**config.mk**
```make
export PLATFORM = sky130hd
export DESIGN_NAME = btn_reader
export DESIGN_NICKNAME = d
export VERILOG_FILES = /design/src/rtl/btn_pkg.sv /design/src/rtl/btn_sync.sv /design/src/rtl/btn_reader.sv
export SDC_FILE = /design/constraint.sdc
export NUM_CORES = 1
export LEC_CHECK = 0
export CAP_MARGIN = 20
export CORE_ASPECT_RATIO = 0.5
export CORE_MARGIN = 1
export CORE_UTILIZATION = 50
export DETAILED_ROUTE_END_ITERATION = 8
export PLACE_DENSITY = 0.64
export RECOVER_POWER = 50
export SLEW_MARGIN = 40
export SYNTH_ARGS = -nofsm -noshare
export SYNTH_HDL_FRONTEND = slang
export SYNTH_HIERARCHICAL = 1
export SYNTH_SLANG_ARGS = --single-unit
```
**constraint.sdc**
```tcl
create_clock -name sys_clk -period 2.4 [get_ports sys_clk]
set_clock_uncertainty 0.05 [all_clocks]
set_input_delay 0.72 -clock sys_clk [delete_from_list [all_inputs] [get_ports sys_clk]]
set_output_delay 0.72 -clock sys_clk [all_outputs]
set_load 0.03 [all_outputs]
```
**src/rtl/btn_pkg.sv**
```systemverilog
// Shared types and constants for the push-button reader.
package btn_pkg;

    typedef enum logic [1:0] {
        IDLE        = 2'd0,
        DEB_PRESS   = 2'd1,
        PRESSED     = 2'd2,
        DEB_RELEASE = 2'd3
    } btn_state_e;

    localparam int unsigned SYS_CLK_HZ    = 24_000_000;
    localparam int unsigned CYCLES_PER_MS = SYS_CLK_HZ / 1000;

    localparam int unsigned DEBOUNCE_MS = 10;
    localparam int unsigned LONG_MS     = 1000;
    localparam int unsigned REPEAT_MS   = 250;

    localparam int unsigned DEBOUNCE_CYCLES_DEF = DEBOUNCE_MS * CYCLES_PER_MS;
    localparam int unsigned LONG_CYCLES_DEF     = LONG_MS * CYCLES_PER_MS;
    localparam int unsigned REPEAT_CYCLES_DEF   = REPEAT_MS * CYCLES_PER_MS;

    // Counter width for a count of n states; never narrower than one bit.
    function automatic int unsigned cnt_width(input int unsigned n);
        return (n <= 1) ? 1 : $clog2(n);
    endfunction

endpackage

```
**src/rtl/btn_sync.sv**
```systemverilog
// Two-flop synchroniser for the button pin, reset to the inactive level,
// with the result normalised so that 1 means pressed.
module btn_sync
    import btn_pkg::*;
#(
    parameter int unsigned ACTIVE_LOW = 1
) (
    input  logic sys_clk,
    input  logic sys_rst,
    input  logic pin_raw,
    output logic pressed_c
);

    localparam logic INACTIVE = (ACTIVE_LOW != 0);

    logic meta_q;
    logic meta_d;
    logic sync_q;
    logic sync_d;

    always_comb begin
        meta_d = pin_raw;
        sync_d = meta_q;
    end

    always_ff @(posedge sys_clk) begin
        if (sys_rst) begin
            meta_q <= INACTIVE;
            sync_q <= INACTIVE;
        end else begin
            meta_q <= meta_d;
            sync_q <= sync_d;
        end
    end

    assign pressed_c = sync_q ^ INACTIVE;

endmodule

```
**src/rtl/btn_reader.sv**
```systemverilog
// Push-button reader: synchronise, debounce, press/release events, short/long
// classification. Define BTN_REPEAT_EN to add long-press auto-repeat.
module btn_reader
    import btn_pkg::*;
#(
    parameter int unsigned DEBOUNCE_CYCLES = DEBOUNCE_CYCLES_DEF,
    parameter int unsigned LONG_CYCLES     = LONG_CYCLES_DEF,
    parameter int unsigned REPEAT_CYCLES   = REPEAT_CYCLES_DEF,
    parameter int unsigned ACTIVE_LOW      = 1
) (
    input  logic sys_clk,
    input  logic sys_rst,
    input  logic btn_raw,
    output logic btn_level,
    output logic press_pulse,
    output logic release_pulse,
    output logic short_press,
    output logic long_press
);

    localparam int unsigned DEB_W    = cnt_width(DEBOUNCE_CYCLES);
    localparam int unsigned HOLD_MAX = (LONG_CYCLES > REPEAT_CYCLES) ? LONG_CYCLES : REPEAT_CYCLES;
    localparam int unsigned HOLD_W   = cnt_width(HOLD_MAX);

    localparam logic [DEB_W-1:0]  DEB_LAST  = DEB_W'(DEBOUNCE_CYCLES - 1);
    localparam logic [HOLD_W-1:0] LONG_LAST = HOLD_W'(LONG_CYCLES - 1);
`ifdef BTN_REPEAT_EN
    localparam logic [HOLD_W-1:0] REPEAT_LAST = HOLD_W'(REPEAT_CYCLES - 1);
`endif

    logic s_c;

    btn_state_e        state_q,    state_d;
    logic [DEB_W-1:0]  deb_cnt_q,  deb_cnt_d;
    logic [HOLD_W-1:0] hold_cnt_q, hold_cnt_d;
    logic              long_q,     long_d;
    logic              level_q,    level_d;
    logic              press_q,    press_d;
    logic              release_q,  release_d;
    logic              short_q,    short_d;
    logic              lpulse_q,   lpulse_d;
    logic              long_fire;

    btn_sync #(
        .ACTIVE_LOW(ACTIVE_LOW)
    ) u_sync (
        .sys_clk  (sys_clk),
        .sys_rst  (sys_rst),
        .pin_raw  (btn_raw),
        .pressed_c(s_c)
    );

    // Hold timing first so a long event on the release edge suppresses short_press.
    always_comb begin
        state_d    = state_q;
        deb_cnt_d  = deb_cnt_q;
        hold_cnt_d = hold_cnt_q;
        long_d     = long_q;
        level_d    = level_q;
        press_d    = 1'b0;
        release_d  = 1'b0;
        short_d    = 1'b0;
        long_fire  = 1'b0;

        if (state_q == PRESSED || state_q == DEB_RELEASE) begin
`ifdef BTN_REPEAT_EN
            if (!long_q && hold_cnt_q == LONG_LAST) begin
                long_fire  = 1'b1;
                long_d     = 1'b1;
                hold_cnt_d = '0;
            end else if (long_q && hold_cnt_q == REPEAT_LAST) begin
                long_fire  = 1'b1;
                hold_cnt_d = '0;
            end else begin
                hold_cnt_d = hold_cnt_q + HOLD_W'(1);
            end
`else
            if (hold_cnt_q == LONG_LAST) begin
                long_fire = !long_q;
                long_d    = 1'b1;
            end else begin
                hold_cnt_d = hold_cnt_q + HOLD_W'(1);
            end
`endif
        end

        case (state_q)
            IDLE: begin
                if (s_c) begin
                    state_d   = DEB_PRESS;
                    deb_cnt_d = '0;
                end
            end
            DEB_PRESS: begin
                if (!s_c) begin
                    state_d = IDLE;
                end else if (deb_cnt_q == DEB_LAST) begin
                    state_d    = PRESSED;
                    press_d    = 1'b1;
                    level_d    = 1'b1;
                    hold_cnt_d = '0;
                    long_d     = 1'b0;
                end else begin
                    deb_cnt_d = deb_cnt_q + DEB_W'(1);
                end
            end
            PRESSED: begin
                if (!s_c) begin
                    state_d   = DEB_RELEASE;
                    deb_cnt_d = '0;
                end
            end
            DEB_RELEASE: begin
                if (s_c) begin
                    state_d = PRESSED;
                end else if (deb_cnt_q == DEB_LAST) begin
                    state_d   = IDLE;
                    release_d = 1'b1;
                    level_d   = 1'b0;
                    short_d   = !(long_q || long_fire);
                end else begin
                    deb_cnt_d = deb_cnt_q + DEB_W'(1);
                end
            end
            default: state_d = IDLE;
        endcase

        lpulse_d = long_fire;
    end

    always_ff @(posedge sys_clk) begin
        if (sys_rst) begin
            state_q    <= IDLE;
            deb_cnt_q  <= '0;
            hold_cnt_q <= '0;
            long_q     <= 1'b0;
            level_q    <= 1'b0;
            press_q    <= 1'b0;
            release_q  <= 1'b0;
            short_q    <= 1'b0;
            lpulse_q   <= 1'b0;
        end else begin
            state_q    <= state_d;
            deb_cnt_q  <= deb_cnt_d;
            hold_cnt_q <= hold_cnt_d;
            long_q     <= long_d;
            level_q    <= level_d;
            press_q    <= press_d;
            release_q  <= release_d;
            short_q    <= short_d;
            lpulse_q   <= lpulse_d;
        end
    end

    assign btn_level     = level_q;
    assign press_pulse   = press_q;
    assign release_pulse = release_q;
    assign short_press   = short_q;
    assign long_press    = lpulse_q;

endmodule

```
Word-level counts from Yosys, hierarchy flattened
Cells that the tools add are included.
{"block": "op_classes", "n_bitwise": 4, "n_reduce_logical": 12, "add_sub_neg": 2, "n_eq_ne": 13, "n_mux": 31}
{"cell": "25-bit 2-to-1 mux", "n": 5}
{"cell": "18-bit 2-to-1 mux", "n": 5}
{"cell": "18-bit one-hot mux with 4 select lines", "n": 1}
{"cell": "25-bit by 1-bit adder with 25-bit output, second input constant", "n": 1}
{"cell": "25-bit == test, second input constant", "n": 1}
{"cell": "18-bit by 1-bit adder with 18-bit output, second input constant", "n": 1}
{"cell": "18-bit == test, second input constant", "n": 1}
{"cell": "1-bit 2-to-1 mux", "n": 12}
{"cell": "2-bit 2-to-1 mux", "n": 6}
{"cell": "2-bit one-hot mux with 4 select lines", "n": 1}
{"cell": "4-bit AND reduction", "n": 2}
{"cell": "2-bit by 1-bit != test with 1-bit output, second input constant", "n": 3}
{"cell": "2-bit != test, second input constant", "n": 3}
{"cell": "3-bit OR reduction", "n": 2}
{"cell": "5-bit AND reduction", "n": 1}
{"cell": "2-bit == test, second input constant", "n": 2}
{"cell": "1-bit NOT", "n": 4}
{"cell": "4-bit OR reduction", "n": 1}
{"cell": "3-bit by 2-bit != test with 1-bit output, second input constant", "n": 1}
{"cell": "3-bit != test, second input constant", "n": 1}
{"cell": "2-bit by 1-bit == test with 1-bit output, second input constant", "n": 1}
{"cell": "1-bit logical NOT", "n": 2}
{"cell": "2-bit logical NOT", "n": 1}
{"cell": "1-bit logical OR", "n": 2}
{"cell": "2 further kinds", "n": 2}
{"block": "word_totals", "reg_bits": 53, "out_inout_bits": 5, "word_cells": 73, "in_bits": 3}

Depth between registers and ports, before layout
{"block": "logic_depth", "depth_word": 6, "ltp_mapped": 8}

By module
The synthesis kept the hierarchy.
{"mod": "btn_reader", "area_each_um2": 2447.3, "cells_per_inst": 288, "n_inst": 1, "seq_area_each_um2": 1021.0}
{"mod": "btn_sync", "area_each_um2": 56.3, "cells_per_inst": 5, "n_inst": 1, "seq_area_each_um2": 40.0}

Least setup slack after synthesis
No wires, ideal clock.
{"block": "synth_timing", "path_kind": "reg2reg", "startpoint": "reg deb_cnt_q[0]", "endpoint": "reg hold_cnt_q[11]", "t_required_ps": 2225, "arrival_time_ps": 1770, "path_stages_with_launch": 9, "setup_ps": 125, "path_slack_ps": 454, "period_less_slack_ps": 1946, "cell_sequence": "dfxtp_1 ha_1 nand3_1 nor4_1 buf_2 nand2_1 o21bai_2 buf_4 a21oi_1"}
{"block": "synth_between", "elab_chain_len": 4}
{"element": "start: declaration", "line_no": "btn_reader.sv:34", "text": "logic [DEB_W-1:0] deb_cnt_q, deb_cnt_d;"}
{"element": "start signal: assignment", "line_no": "btn_reader.sv:144", "text": "deb_cnt_q <= deb_cnt_d;"}
{"element": "18-bit == test", "line_no": "btn_reader.sv:97", "text": "end else if (deb_cnt_q == DEB_LAST) begin"}
{"element": "25-bit 2-to-1 mux", "line_no": "btn_reader.sv:97"}
{"element": "25-bit 2-to-1 mux", "line_no": "btn_reader.sv:95", "text": "if (!s_c) begin"}
{"element": "25-bit 2-to-1 mux", "line_no": "btn_reader.sv:87", "text": "case (state_q)"}
{"element": "end signal: assignment", "line_no": "btn_reader.sv:145", "text": "hold_cnt_q <= hold_cnt_d;"}
{"element": "end: declaration", "line_no": "btn_reader.sv:35", "text": "logic [HOLD_W-1:0] hold_cnt_q, hold_cnt_d;"}
No other way between the ends.
A chain may end at the register's enable or synchronous reset.

Worst setup path in the final report
{"block": "layout_timing", "startpoint": "reg short_q, in the netlist short_press", "endpoint": "out short_press"}
{"element": "start: declaration", "line_no": "btn_reader.sv:40", "text": "logic short_q, short_d;"}
{"element": "start signal: assignment", "line_no": "btn_reader.sv:150", "text": "short_q <= short_d;"}
{"element": "end: declaration", "line_no": "btn_reader.sv:17", "text": "output logic short_press,"}
No word-level cell between the ends.

==> run metrics <==
outcome=complete, no violations; Synth warnings=6; Internal=approximately 1.2 mW; worst vdd ir=a little over 400 µV; fmax=469 MHz; antenna violations before repair=0; Critical path buffers and inverters=1; CTS tree=yes; Clock transition at path regs=around 0.090 ns; clk buf depth=2; core area=~4600 µm²; CP Capture Type=primary output; die area=roughly 5300 µm²; pin count of the biggest net entering global routing=27; hold_buf cts=0; fin crit period=~2.1 ns; Worst-Skew Late Latency=between 0.3 and 0.4 ns; GRT overflow=0; Sw Pwr=approximately 0.32 mW; post-CTS sizing=0; Die X-Extent=between 100 and 150 µm; mapped cell area=approximately 2500 µm²; Num CTS Buffers=5; Root Buffer=clkbuf_8; CP arrival=1.36 ns; CP max stage delay=0.73 ns; Max-slew headroom=0.551; RSZ-0062 raised after global routing=false; syn nets=roughly 300; Multi-input gate area=1350 µm²; DP Wirelength=3460 µm; Seq pwr share=0.583; WL/cell=12.9 µm; global-route wire length before repair=8250 µm; NumNets Final=311; switching part of the total=0.208; worst-margin pin slew=roughly 0.67 ns; #FFs+latches synth=between 50 and 60; Max-Cap Viols=0; clock sink count=53; RePlAce Congestion=around 0.84; 1st-pass router iterations=4; Site Rows=17; crit share post-route=0.888; total leakage power=between 0.9 and 1 nW; Worst Path Required=about 1.6 ns; Synth Instances=293; crit path cell chain=dlygate4sd3_1; post-synth cell types=50; Final TNS setup=0 ns; Hold WC Path Type=reg2reg; sequential share of the synthesized area=0.424; Reg area=about 1100 µm²; post-place setup slack=between 0.2 and 0.25 ns; total wire length=slightly below 5000 µm; top-level I/O count=8; Initial Util=0.545; Syn-to-layout area delta=9.95%; # setup viols final=0; setup ws final=around 0.27 ns; Pwr per Cell Area=approximately 550 nW/µm²; Vias=2064; cell at the slowest stage of the critical path=dlygate4sd3_1; Critical Path Start Type=flop; Crit Path Class=reg2out; CP Max Fanout=1; GRT Total Usage=0.206; clock network power share=0.389; n_diodes=0; Hold Vio Cnt, Final=0; Post CTS Setup Buffer Count=0; Fin Hold WS=between 0.3 and 0.4 ns; DR vias/cell=5.55; DR DRC count=0; logic gate share of total power=0.028; port bufs=7; vias in the first global route=between 1500 and 2000; post-route ant nets=0; max-slew violation count=0; syn avg cell area=8.54 µm²; Fillers=between 400 and 500; Top delay family on crit path=buffers and inverters; Die Ht=52.0 µm; DRT iter0 DRCs=52; H-tree depth=2; share of layout cells above drive strength 1=0.101
[per-layer routing]
layer	global-route usage	vias to the layer above	share of wire
met2	0.334	30	0.44
met1	0.258	963	0.50
met4	0.0738	0	0.015
met3	0.0672	10	0.040
met5	0	-	0
li1	-	1061	-
[through the flow]
| stage | total power, mW | util | instances | cell area (µm²) |
|---|---|---|---|---|
| 5_1_grt | 1.58 | 0.599 | 372 | 2750 |
| 3_5_place_dp | 0.953 | 0.583 | 365 | 2680 |
| 6_report | 1.52 | 0.599 | 372 | 2750 |
| 2_1_floorplan | 0.936 | - | 293 | 2500 |
| 4_1_cts | 1.54 | 0.605 | 372 | 2780 |
| 3_3_place_gp | 0.952 | 0.583 | 365 | 2680 |
[area by class of cell]
type / instances / share of cell area
clock buffers: 5 / 0.0250
well taps: 66 / 0.0300
flip-flops and latches: 53 / 0.385
inverters: 8 / 0.0109
repair buffers: 16 / 0.0473
clock inverters: 2 / 0.0127
multi-input cells: 222 / 0.489
[state kept, by name (all words and copies together), names as in the netlist, named ones only]
signal         flops
press_pulse        1
long_q             1
short_press        1
hold_cnt_q        25
long_press         1
u_sync/meta_q      1
deb_cnt_q         18
state_q            1
release_pulse      1
u_sync/sync_q      1
btn_level          1
[cell usage in the layout (no fill, tap or decap), drive strengths merged, types with 2 or more instances in the layout]
| cell type | n |
|---|---|
| a21boi | 2 |
| a21oi | 19 |
| a31o | 4 |
| and3 | 4 |
| buf | 6 |
| clkbuf | 8 |
| clkdlybuf4s50 | 2 |
| dfxtp | 53 |
| dlygate4sd3 | 5 |
| ha | 2 |
| inv | 8 |
| mux2i | 2 |
| nand2 | 26 |
| nand2b | 2 |
| nand3 | 19 |
| nand4 | 10 |
| nor2 | 46 |
| nor3 | 7 |
| nor4 | 7 |
| nor4b | 2 |
| o211ai | 2 |
| o21ai | 6 |
| o31ai | 4 |
| or2 | 5 |
| or3 | 4 |
| or4 | 6 |
| xnor2 | 10 |
| xor2 | 20 |
[final timing paths]
path / from / end / slack (ns) / depth (start not counted)
setup / recovery: short_press / short_press / 0.27 / 1
setup reg to reg: hold_cnt_q[0] / hold_cnt_q[9] / 0.29 / 7
hold / removal: u_sync/meta_q / u_sync/sync_q / 0.37 / 1
hold reg to reg: u_sync/meta_q / u_sync/sync_q / 0.37 / 1
[power by group through the flow]
| stage | registers [mW] | logic (mW) | clock network (mW) |
|---|---|---|---|
| CTS | 0.884 | 0.0481 | 0.610 |
| global route | 0.885 | 0.0473 | 0.643 |
| global placement | 0.905 | 0.0474 | 0 |
| detailed placement | 0.905 | 0.0479 | 0 |
| floorplan | 0.908 | 0.0288 | 0 |
| finish | 0.884 | 0.0423 | 0.589 |
[synth_stat cells, drive strengths merged]
master,number,share of area
ha,2,0.010
a211oi,1,0.0050
or2,5,0.012
or4b,1,0.0055
a31o,4,0.014
o21bai,1,0.0045
nor4,7,0.020
or4,6,0.018
dfxtp,53,0.42
nand4b,1,0.0035
nand4bb,1,0.0045
nor2,46,0.071
xnor2,10,0.035
nand3,19,0.038
a31oi,1,0.0025
a21boi,2,0.0060
nor3,7,0.016
and4,1,0.0035
and2,1,0.0025
inv,8,0.012
nand2b,2,0.0050
a21o,1,0.0030
nor4b,2,0.0070
a2111oi,1,0.0035
nand2,26,0.039
nor4bb,1,0.0040
nor2b,1,0.0025
mux2,1,0.0045
o31ai,4,0.012
a21oi,19,0.041
o21ai,6,0.013
nand4,10,0.027
xor2,20,0.070
or3,4,0.010
clkbuf,3,0.0045
buf,7,0.019
o211ai,2,0.0080
mux2i,2,0.0080
and3,4,0.010
[cells by family (layout without fill, tap and decap cells)]
logic type | Yosys count | in the layout | synth area share
simple gates | 145 | 145 | 0.300
flops | 53 | 53 | 0.424
compound gates | 42 | 42 | 0.113
xor+xnor | 30 | 30 | 0.105
buf+inv | 18 | 31 | 0.0360
mux | 3 | 3 | 0.0125
fa+ha+maj | 2 | 2 | 0.00999
No activity file was read; power rests on OpenSTA's default activity.
